$ cat src/rtl/mux2_stream_arbiter.sv
// Two-input valid/ready arbiter feeding a registered 2:1 mux stage.
// Define ARB_FIXED_PRIO_EN to replace round-robin with fixed priority for input a.
module mux2_stream_arbiter #(
    parameter int DATA_W = 8
) (
    input  logic              clk,
    input  logic              rst_n,
    input  logic              a_valid,
    input  logic [DATA_W-1:0] a_data,
    output logic              a_ready,
    input  logic              b_valid,
    input  logic [DATA_W-1:0] b_data,
    output logic              b_ready,
    output logic              out_valid,
    output logic [DATA_W-1:0] out_data,
    output logic              out_sel,
    input  logic              out_ready
);

    logic              out_valid_reg;
    logic              out_sel_reg;
    logic [DATA_W-1:0] out_data_reg;
    logic              free;
    logic              grant_a;
    logic              grant_b;
    logic              take;

`ifndef ARB_FIXED_PRIO_EN
    logic              last_a_reg;
`endif

    always_comb begin
        free = ~out_valid_reg | out_ready;
`ifdef ARB_FIXED_PRIO_EN
        grant_a = a_valid;
`else
        // On a tie, hand the slot to whichever side lost last time.
        grant_a = a_valid & (~b_valid | ~last_a_reg);
`endif
        grant_b = b_valid & ~grant_a;
        // Readies are forced low while reset is asserted, even between clock edges.
        a_ready = rst_n & free & grant_a;
        b_ready = rst_n & free & grant_b;
        take    = a_ready | b_ready;
    end

    always_ff @(posedge clk or negedge rst_n) begin
        if (!rst_n) begin
            out_valid_reg <= 1'b0;
            out_sel_reg   <= 1'b0;
            out_data_reg  <= '0;
        end else if (free) begin
            if (take) begin
                out_valid_reg <= 1'b1;
                out_sel_reg   <= grant_a;
                out_data_reg  <= grant_a ? a_data : b_data;
            end else begin
                out_valid_reg <= 1'b0;
            end
        end
    end

`ifndef ARB_FIXED_PRIO_EN
    always_ff @(posedge clk or negedge rst_n) begin
        if (!rst_n) begin
            last_a_reg <= 1'b0;
        end else if (take) begin
            last_a_reg <= grant_a;
        end
    end
`endif

    assign out_valid = out_valid_reg;
    assign out_sel   = out_sel_reg;
    assign out_data  = out_data_reg;

endmodule

$ cat config.mk
export PLATFORM = sky130hd
export DESIGN_NAME = mux2_stream_arbiter
export DESIGN_NICKNAME = d
export VERILOG_FILES = /design/src/rtl/mux2_stream_arbiter.sv
export SDC_FILE = /design/constraint.sdc
export NUM_CORES = 1
export LEC_CHECK = 0
export ABC_AREA = 0
export BUFFER_PORTS_ARGS = -buffer_cell sky130_fd_sc_hd__buf_4
export CAP_MARGIN = 20
export CORE_MARGIN = 5
export CORE_UTILIZATION = 45
export CTS_CLUSTER_DIAMETER = 30
export DETAILED_ROUTE_END_ITERATION = 10
export PLACE_DENSITY = 0.81
export SKIP_CTS_REPAIR_TIMING = 1
export SYNTH_ARGS = -nofsm -noshare
export SYNTH_HDL_FRONTEND = slang
export SYNTH_SLANG_ARGS = --single-unit
$ cat constraint.sdc
create_clock -name clk -period 2.73 [get_ports clk]
set_clock_uncertainty 0.1 [all_clocks]
set_input_delay 0.4095 -clock clk [delete_from_list [all_inputs] [get_ports clk]]
set_output_delay 0.4095 -clock clk [all_outputs]
set_load 0.005 [all_outputs]
==> impl_metrics.py, run 1 <==
metrics = {
    "routing": {
        "drt-total-wl_mm": 1.47,
        "drt-vias-per-instance": 5.39,
        "avgRoutedWirePerCell_um": 14.7,
        "drt_iter0_markers": 24,
        "drtPass1Iterations": 3,
        "vias": 539,
        "drc": 0,
        "postRouteAntennaNets": 0,
    },
    "synth": {
        "synth_nets": 74,
        "syn_area_per_cell_um2": 11.2,
        "seq_area_frac_synth_pct": 46.5,
        "netlist_area_um2": 592,
        "synth-seq-cells": 11,
        "yosysUniqueCellTypes": 17,
        "yosys_warnings": 0,
        "synthCells": 53,
    },
    "cts": {
        "numCtsBuffers": 3,
        "clk_pin_slew_ns": 0.07,
        "cts_buffer_depth": 2,
        "numClockSinks": 11,
        "worstSkewPairLatency_ns": 0.26,
        "cts_root_buf": "clkbuf_4",
        "cts.htree.levels": 1,
        "cts_tree": "built",
    },
    "placed_design": {
        "dp_slack_ns": 0.820,
        "port_buffers": 32,
        "dp_cells": 95,
        "globalplace.congestion": 0.702,
    },
    "power_and_ir_drop": {
        "p_per_area_mw_per_mm2": 570,
        "total_power_uw": 490,
        "power_leakage_uw": 0.000381,
        "vdd_drop_max_uv": 288,
    },
    "worst_setup_path": {
        "slowest_stage": "dlygate4sd3_1",
        "r2r-end": "out_data[2]$_DFFE_PN0P_",
        "crit_type": "in -> out",
        "path_buf_inv": 4,
        "worstReg2RegStart": "out_valid$_DFFE_PN0P_",
        "r2r_cells": 3,
        "critPathRequiredTime_ns": 2.22,
        "cp-endpoint": "a_ready",
        "cpLargestDelayFamily": "buffers and inverters",
        "setup.worst_path.end_class": "primary output",
        "cp_num_cells": 5,
        "startpoint": "rst_n",
        "start_kind": "input port",
        "crit_fanout": 26,
        "ff2ff_setup_slack_ns": 1.09,
        "cp_slowest_stage_delay_ns": 0.52,
        "crit_arrival_ns": 1.63,
        "path_common_cell": "buf_4",
        "crit_chain": "dlygate4sd3_1 > buf_4 > nand4_4 > inv_1 > buf_4",
    },
    "global_route": {
        "grt_overflow_total": 0,
        "antenna_found_initial": 0,
        "grt_pass1_vias": 481,
        "track_usage_pct": 15.3,
        "grt_pass1_wl_mm": 2.25,
        "grt_max_degree": 27,
    },
    "layout": {
        "largest_reg_flops": 8,
        "drive_gt1_share_pct": 54.1,
        "layout.nets": 107,
        "fin_cells": 100,
        "multi_input_area_um2": 285,
        "final_cell_mix": "32 x buf_4, 11 x dfrtp_1, 8 x nor2b_1, 8 x nand4_1, 8 x o221a_2",
        "area_growth_pct": 45.2,
        "diodes": 0,
        "seqCellArea_um2": 275,
        "fillers": 107,
        "layout_commonest_cell": "buf_4",
    },
    "sta": {
        "setup_violations": 0,
        "setup_ws_ns": 0.595,
        "relSlewSlack_pct": 59.3,
        "hold_slack_ns": 0.318,
        "tns_ns": 0,
        "tightestPinTransition_ns": 0.611,
        "layout_min_cycle_time_ns": 2.14,
        "report.final.hold_viol_count": 0,
        "slew_violations": 0,
        "fmax_mhz": 468,
        "rsz0062_at_grt": "no",
        "fin_crit_sh_pct": 78.2,
    },
    "hold_path": {
        "holdCritPathClass": "in -> reg",
    },
    "floorplanning": {
        "num_rows": 13,
        "fp.dieArea_mm2": 0.00214,
        "die_w_um": 46.3,
        "die_h_um": 46.3,
        "ioPinCount": 33,
        "core_area_mm2": 0.00127,
        "initial_core_util_pct": 46.6,
    },
    "job": {
        "cap_violations": 0,
    },
    "status": {
        "status": "completed",
    },
}
[per-stage QoR]
stage / area [um^2] / util [%]
after detailed placement: 823 / 64.9
after floorplan: 592 / -
after CTS: 850 / 67.0
after global placement: 823 / 64.9
after global routing: 860 / 67.8
final: 860 / 67.8
[where the power goes]
group	internal (uW)	total, uW	switching [uW]
clock network	56.6	111	54.2
logic	98.1	161	62.6
registers	198	218	20.6
total	352	490	137
[worst min path at each step]
stage / slack [ns] / depth (start not counted) / endpoint / start
2_1_floorplan: 0.01 / 0 / last_a_reg$_DFFE_PN0P_ / rst_n
3_3_place_gp: 0.20 / 1 / out_data[0]$_DFFE_PN0P_ / rst_n
3_5_place_dp: 0.21 / 1 / out_data[0]$_DFFE_PN0P_ / rst_n
4_1_cts: -0.09 / 1 / out_data[3]$_DFFE_PN0P_ / rst_n
5_1_grt: 0.30 / 2 / out_data[4]$_DFFE_PN0P_ / a_data[4]
6_report: 0.32 / 2 / out_data[3]$_DFFE_PN0P_ / a_data[3]
[area by class of cell]
class / count / share of cell area, %
flip-flops and latches: 11 / 32.0
well taps: 15 / 2.18
inverters: 1 / 0.437
repair buffers: 33 / 29.1
clock buffers: 4 / 3.06
multi-input cells: 36 / 33.2
[worst reg2reg max path, cell delays in order (launching register included)]
cell,delay (ns)
dfrtp_1,0.39
nand2b_1,0.46
nand4_4,0.25
o221a_2,0.33
[cells by family after synthesis]
| family | share of synthesized area (%) |
|---|---|
| and+or+nand+nor | 26.4 |
| AOI/OAI and AO/OA | 21.8 |
| buffers and inverters | 5.28 |
| DFF | 46.5 |
[metal layers]
metal	up-vias	part of all wire (%)	track usage, %
li1	275	-	-
met1	238	44	19.4
met2	22	45	20.9
met3	4	9.9	6.25
met4	0	1.5	10.2
met5	-	0	0
[cell usage after synthesis (all sizes together)]
cell | instances | area, um^2
a31oi | 2 | 12.5
a41oi | 1 | 8.76
and4 | 1 | 11.3
buf | 4 | 22.5
clkbuf | 1 | 5.00
dfrtp | 11 | 275
inv | 1 | 3.75
nand2 | 2 | 7.51
nand2b | 2 | 12.5
nand4 | 9 | 71.3
nor2 | 1 | 3.75
nor2b | 8 | 50.1
o211a | 1 | 10.0
o211ai | 1 | 7.51
o221a | 8 | 90.1
Note: power is estimated with default switching activity, not from simulation.
==> run 2: changes to the inputs <==
--- a/config.mk
+++ b/config.mk
@@ -5,14 +5,14 @@
 export SDC_FILE = /design/constraint.sdc
 export NUM_CORES = 1
 export LEC_CHECK = 0
-export ABC_AREA = 0
+export ABC_AREA = 1
 export BUFFER_PORTS_ARGS = -buffer_cell sky130_fd_sc_hd__buf_4
 export CAP_MARGIN = 20
 export CORE_MARGIN = 5
-export CORE_UTILIZATION = 45
+export CORE_UTILIZATION = 38
 export CTS_CLUSTER_DIAMETER = 30
 export DETAILED_ROUTE_END_ITERATION = 10
-export PLACE_DENSITY = 0.81
+export PLACE_DENSITY = 0.72
 export SKIP_CTS_REPAIR_TIMING = 1
 export SYNTH_ARGS = -nofsm -noshare
 export SYNTH_HDL_FRONTEND = slang
==> constraint.sdc (replaced) <==
create_clock -name clk -period 1.8 [get_ports clk]
set_clock_uncertainty 0.1 [all_clocks]
set_input_delay 0.27 -clock clk [delete_from_list [all_inputs] [get_ports clk]]
set_output_delay 0.27 -clock clk [all_outputs]
set_load 0.005 [all_outputs]
==> impl_metrics.py, run 2 <==
metrics = {
    "global_route": {
        "grt_max_degree": 15,
        "antenna_found_initial": 0,
        "grt_overflow_total": 0,
        "grtUsageMet1_pct": 16.0,
        "grt.met2_usage_pct": 21.8,
        "grt_pass1_vias": 620,
        "grt_pass1_wl_mm": 2.62,
        "grt.busiest_layer": "met2",
        "track_usage_pct": 13.2,
        "met3_usage_pct": 1.18,
    },
    "floorplanning": {
        "die_h_um": 50.3,
        "ioPinCount": 33,
        "die_w_um": 50.3,
        "initial_core_util_pct": 40.6,
        "core_area_mm2": 0.00152,
        "num_rows": 14,
        "fp.dieArea_mm2": 0.00253,
    },
    "cts": {
        "cts_tree": "built",
        "cts_root_buf": "clkbuf_4",
        "cts.htree.levels": 1,
        "numClockSinks": 11,
        "numCtsBuffers": 3,
        "worstSkewPairLatency_ns": 0.27,
        "clk_pin_slew_ns": 0.07,
        "cts_buffer_depth": 2,
    },
    "layout": {
        "area_growth_pct": 42.5,
        "seqCellArea_um2": 275,
        "final_cell_mix": "37 x nand2_1, 33 x buf_4, 18 x nand3_1, 11 x dfrtp_1",
        "layout_commonest_cell": "nand2_1",
        "largest_reg_flops": 8,
        "fillers": 146,
        "drive_gt1_share_pct": 36.3,
        "multi_input_area_um2": 290,
        "diodes": 0,
        "layout.nets": 135,
    },
    "hold_path": {
        "holdCritPathClass": "in -> reg",
        "hold_path_startpoint": "b_data[4]",
        "hold_depth": 5,
        "worstHoldEndpoint": "out_data[4]$_DFFE_PN0P_",
    },
    "placed_design": {
        "port_buffers": 32,
        "globalplace.congestion": 0.730,
        "dp_hpwl_mm": 1.27,
        "dp_slack_ns": 0.399,
    },
    "sta": {
        "setup_ws_ns": 0.107,
        "tns_ns": 0,
        "setup_violations": 0,
        "rsz0062_at_grt": "no",
        "layout_min_cycle_time_ns": 1.69,
        "hold_slack_ns": 0.196,
        "fmax_mhz": 591,
        "tightestPinTransition_ns": 0.496,
        "report.final.hold_viol_count": 0,
        "fin_crit_sh_pct": 94.0,
        "relSlewSlack_pct": 66.8,
        "slew_violations": 0,
    },
    "synth": {
        "synth_edf_count": 0,
        "synthArstFlopShare_pct": 100,
        "seq_area_frac_synth_pct": 44.5,
        "synth_nets": 100,
        "netlist_area_um2": 618,
        "syn_area_per_cell_um2": 7.82,
        "synth_flop_cell": "dfrtp_1",
        "yosysTopAreaCell": "dfrtp_1",
        "yosys_warnings": 0,
        "synth_top_area_share_pct": 44.5,
        "ys_top_cells_by_count": "37 x nand2_1, 18 x nand3_1, 11 x dfrtp_1",
        "synth.most_common_cell": "nand2_1",
        "yosysUniqueCellTypes": 10,
        "synthCells": 79,
        "yosys-top-cells-area": "dfrtp_1 45%, nand2_1 22%, nand3_1 15%",
        "synth-seq-cells": 11,
    },
    "job": {
        "cap_violations": 0,
    },
    "worst_setup_path": {
        "slowest_stage": "dfrtp_1",
        "crit_chain": "nand2_2 > nand4_4 > inv_1 > buf_4",
        "cpLargestDelayFamily": "simple AND/OR/NAND/NOR gates",
        "crit_fanout": 12,
        "setup.worst_path.end_class": "primary output",
        "crit_type": "reg -> out",
        "worstReg2RegStart": "last_a_reg$_DFFE_PN0P_",
        "cp_slowest_stage_delay_ns": 0.40,
        "r2r-end": "out_data[6]$_DFFE_PN0P_",
        "r2r_cells": 5,
        "ff2ff_setup_slack_ns": 0.42,
        "crit_arrival_ns": 1.32,
        "path_buf_inv": 2,
        "start_kind": "flop",
        "critPathRequiredTime_ns": 1.43,
    },
    "power_and_ir_drop": {
        "p_per_area_mw_per_mm2": 851,
        "power_leakage_uw": 0.000512,
        "vdd_drop_max_uv": 350,
    },
    "status": {
        "status": "completed",
    },
    "routing": {
        "avgRoutedWirePerCell_um": 12.3,
        "vias": 640,
        "postRouteAntennaNets": 0,
        "drt-vias-per-instance": 4.96,
        "drc": 0,
        "drt_iter0_markers": 7,
        "drt-total-wl_mm": 1.58,
        "drtPass1Iterations": 4,
    },
}
[run 2: layout make-up]
cell class,count,share of cell area [%]
inverters,3,1.28
repair buffers,34,29.3
multi-input cells,61,33.0
clock buffers,4,2.98
flip-flops and latches,11,31.2
well taps,16,2.27
[run 2: cells by family (layout without fill, tap and decap cells)]
group | Yosys count | after routing | synth area share (%)
buffers and inverters | 7 | 41 | 8.50
AO/OA/AOI/OAI | 2 | 2 | 3.44
flip-flops | 11 | 11 | 44.5
AND/OR/NAND/NOR | 59 | 59 | 43.5
[run 2: metrics by stage]
stage	total power, uW	util [%]	area (um^2)	instances
2_1_floorplan	457	-	618	79
6_report	749	57.8	881	129
3_3_place_gp	581	55.4	845	124
4_1_cts	756	57.1	871	128
5_1_grt	806	57.8	881	129
3_5_place_dp	589	55.4	845	124
[run 2: worst max path at each step]
stage / startpoint / to / slack, ns / cells after the start
after CTS: last_a_reg$_DFFE_PN0P_ / a_ready / 0.11 / 4
after global placement: b_valid / a_ready / 0.43 / 5
after detailed placement: b_valid / a_ready / 0.40 / 5
after global routing: last_a_reg$_DFFE_PN0P_ / a_ready / 0.02 / 4
after floorplan: out_valid$_DFFE_PN0P_ / b_ready / 0.53 / 4
final: last_a_reg$_DFFE_PN0P_ / a_ready / 0.11 / 4
[run 2: routing by layer]
layer	part of all wire, %	vias up
li1	-	323
met1	39	284
met2	53	28
met3	5.6	5
met4	2.6	0
met5	0	-
[run 2: where the power goes]
group / internal [uW] / switching, uW
registers: 299 / 29.3
clock network: 85.8 / 82.5
logic: 133 / 120
[run 2: tightest hold or removal path, cell delays in order]
cell	delay, ns
buf_4	0.08
nand2_1	0.04
nand2_1	0.05
nand2_1	0.05
nand2_1	0.05
==> run 3: changes to the inputs <==
--- a/config.mk
+++ b/config.mk
@@ -6,7 +6,7 @@
 export NUM_CORES = 1
 export LEC_CHECK = 0
 export ABC_AREA = 1
-export BUFFER_PORTS_ARGS = -buffer_cell sky130_fd_sc_hd__buf_4
+export BUFFER_PORTS_ARGS = -buffer_cell sky130_fd_sc_hd__buf_2
 export CAP_MARGIN = 20
 export CORE_MARGIN = 5
 export CORE_UTILIZATION = 38
==> impl_metrics.py, run 3 (synthesis gave the netlist of run 2 again) <==
metrics = {
    "placed_design": {
        "globalplace.congestion": 0.758,
        "placed_area_um2": 764,
        "dp_slack_ns": 0.407,
        "dp_hpwl_mm": 1.16,
        "port_buffers": 32,
    },
    "power_and_ir_drop": {
        "total_power_uw": 706,
        "pwr-share-seq_pct": 46.3,
        "p_sw_uw": 226,
        "pwr-share-comb_pct": 30.0,
        "power_leakage_uw": 0.000489,
        "p_clk_share_pct": 23.7,
        "p_per_area_mw_per_mm2": 882,
        "p_int_uw": 480,
        "switching_share_pct": 32.1,
        "vdd_drop_max_uv": 355,
    },
    "sta": {
        "fmax_mhz": 603,
        "relSlewSlack_pct": 66.1,
        "setup_ws_ns": 0.141,
        "slew_violations": 0,
        "tightestPinTransition_ns": 0.507,
        "report.final.hold_viol_count": 0,
        "rsz0062_at_grt": "no",
        "setup_violations": 0,
        "tns_ns": 0,
        "fin_crit_sh_pct": 92.2,
        "layout_min_cycle_time_ns": 1.66,
    },
    "global_route": {
        "grt.busiest_layer": "met2",
        "grt_pass1_vias": 602,
        "met3_usage_pct": 1.48,
        "grt_pass1_wl_mm": 2.49,
        "track_usage_pct": 12.4,
        "grt_max_degree": 15,
        "grt_overflow_total": 0,
        "grt.met2_usage_pct": 21.5,
        "antenna_found_initial": 0,
        "grtUsageMet1_pct": 14.3,
    },
    "floorplanning": {
        "ioPinCount": 33,
        "num_rows": 14,
        "die_h_um": 50.3,
        "core_area_mm2": 0.00152,
        "initial_core_util_pct": 40.6,
        "die_w_um": 50.3,
        "fp.dieArea_mm2": 0.00253,
    },
    "worst_setup_path": {
        "crit_type": "reg -> out",
        "start_kind": "flop",
        "crit_fanout": 12,
        "setup.worst_path.end_class": "primary output",
        "critPathRequiredTime_ns": 1.43,
        "cp_slowest_stage_delay_ns": 0.39,
        "crit_arrival_ns": 1.29,
        "crit_chain": "nand2_2 > nand4_4 > inv_1 > buf_2",
        "slowest_stage": "dfrtp_1",
    },
    "routing": {
        "drt_iter0_markers": 10,
        "drt-vias-per-instance": 4.83,
        "drtPass1Iterations": 3,
        "vias": 623,
        "postRouteAntennaNets": 0,
        "avgRoutedWirePerCell_um": 11.5,
        "drc": 0,
        "drt-total-wl_mm": 1.48,
    },
    "job": {
        "cap_violations": 0,
    },
    "layout": {
        "final_area_um2": 801,
        "drive_gt1_share_pct": 36.3,
        "diodes": 0,
        "layout.nets": 135,
        "final_cell_mix": "37 x nand2_1, 32 x buf_2, 18 x nand3_1, 11 x dfrtp_1",
        "fillers": 148,
        "seqCellArea_um2": 275,
        "area_growth_pct": 29.6,
        "multi_input_area_um2": 290,
        "largest_reg_flops": 8,
        "fin_util_pct": 52.5,
        "layout_commonest_cell": "nand2_1",
    },
    "cts": {
        "cts_tree": "built",
        "cts.htree.levels": 1,
        "cts_root_buf": "clkbuf_4",
        "numClockSinks": 11,
        "cts_buffer_depth": 2,
        "clk_pin_slew_ns": 0.07,
        "numCtsBuffers": 3,
        "worstSkewPairLatency_ns": 0.27,
    },
    "status": {
        "status": "completed",
    },
    "hold_path": {
        "holdCritPathClass": "in -> reg",
    },
}
[run 3: area by class of cell]
type	count	share of cell area (%)
flip-flops and latches	11	34.4
inverters	3	1.41
repair buffers	34	22.2
clock buffers	4	3.28
multi-input cells	61	36.2
well taps	16	2.50
[run 3: critical path: cells and delay by family (launching register included)]
family	cells	cell delay, ns
simple gates	2	0.43
flops	1	0.39
buf+inv	2	0.20
[run 3: per-stage QoR]
step           hold WS [ns]  std cells
2_1_floorplan        -0.126         79
3_3_place_gp         0.0767        124
3_5_place_dp         0.0804        124
4_1_cts              -0.207        128
5_1_grt               0.213        129
6_report              0.190        129
[run 3: per-layer routing]
layer	part of all wire, %	vias up	wire [um]
met3	5.4	4	80
met4	1.9	0	28
li1	-	326	-
met1	39	276	572
met5	0	-	0
met2	54	17	797
[run 3: final timing paths]
| path | startpoint | end | slack (ns) | cells past startpoint |
|---|---|---|---|---|
| min in group asynchronous | rst_n | out_data[0]$_DFFE_PN0P_ | 0.47 | 2 |
| max | last_a_reg$_DFFE_PN0P_ | a_ready | 0.14 | 4 |
| max reg2reg | last_a_reg$_DFFE_PN0P_ | out_data[3]$_DFFE_PN0P_ | 0.42 | 5 |
| max in group asynchronous | rst_n | out_data[7]$_DFFE_PN0P_ | 0.79 | 2 |
| min reg2reg | out_sel$_DFFE_PN0P_ | out_sel$_DFFE_PN0P_ | 0.38 | 2 |
| min | b_data[5] | out_data[5]$_DFFE_PN0P_ | 0.19 | 5 |
[run 3: power by group through the flow]
stage          clock network [uW]  registers (uW)  logic (uW)
2_1_floorplan                   0             336         121
3_3_place_gp                    0             331         209
3_5_place_dp                    0             333         213
4_1_cts                       170             328         214
5_1_grt                       179             335         240
6_report                      168             327         212
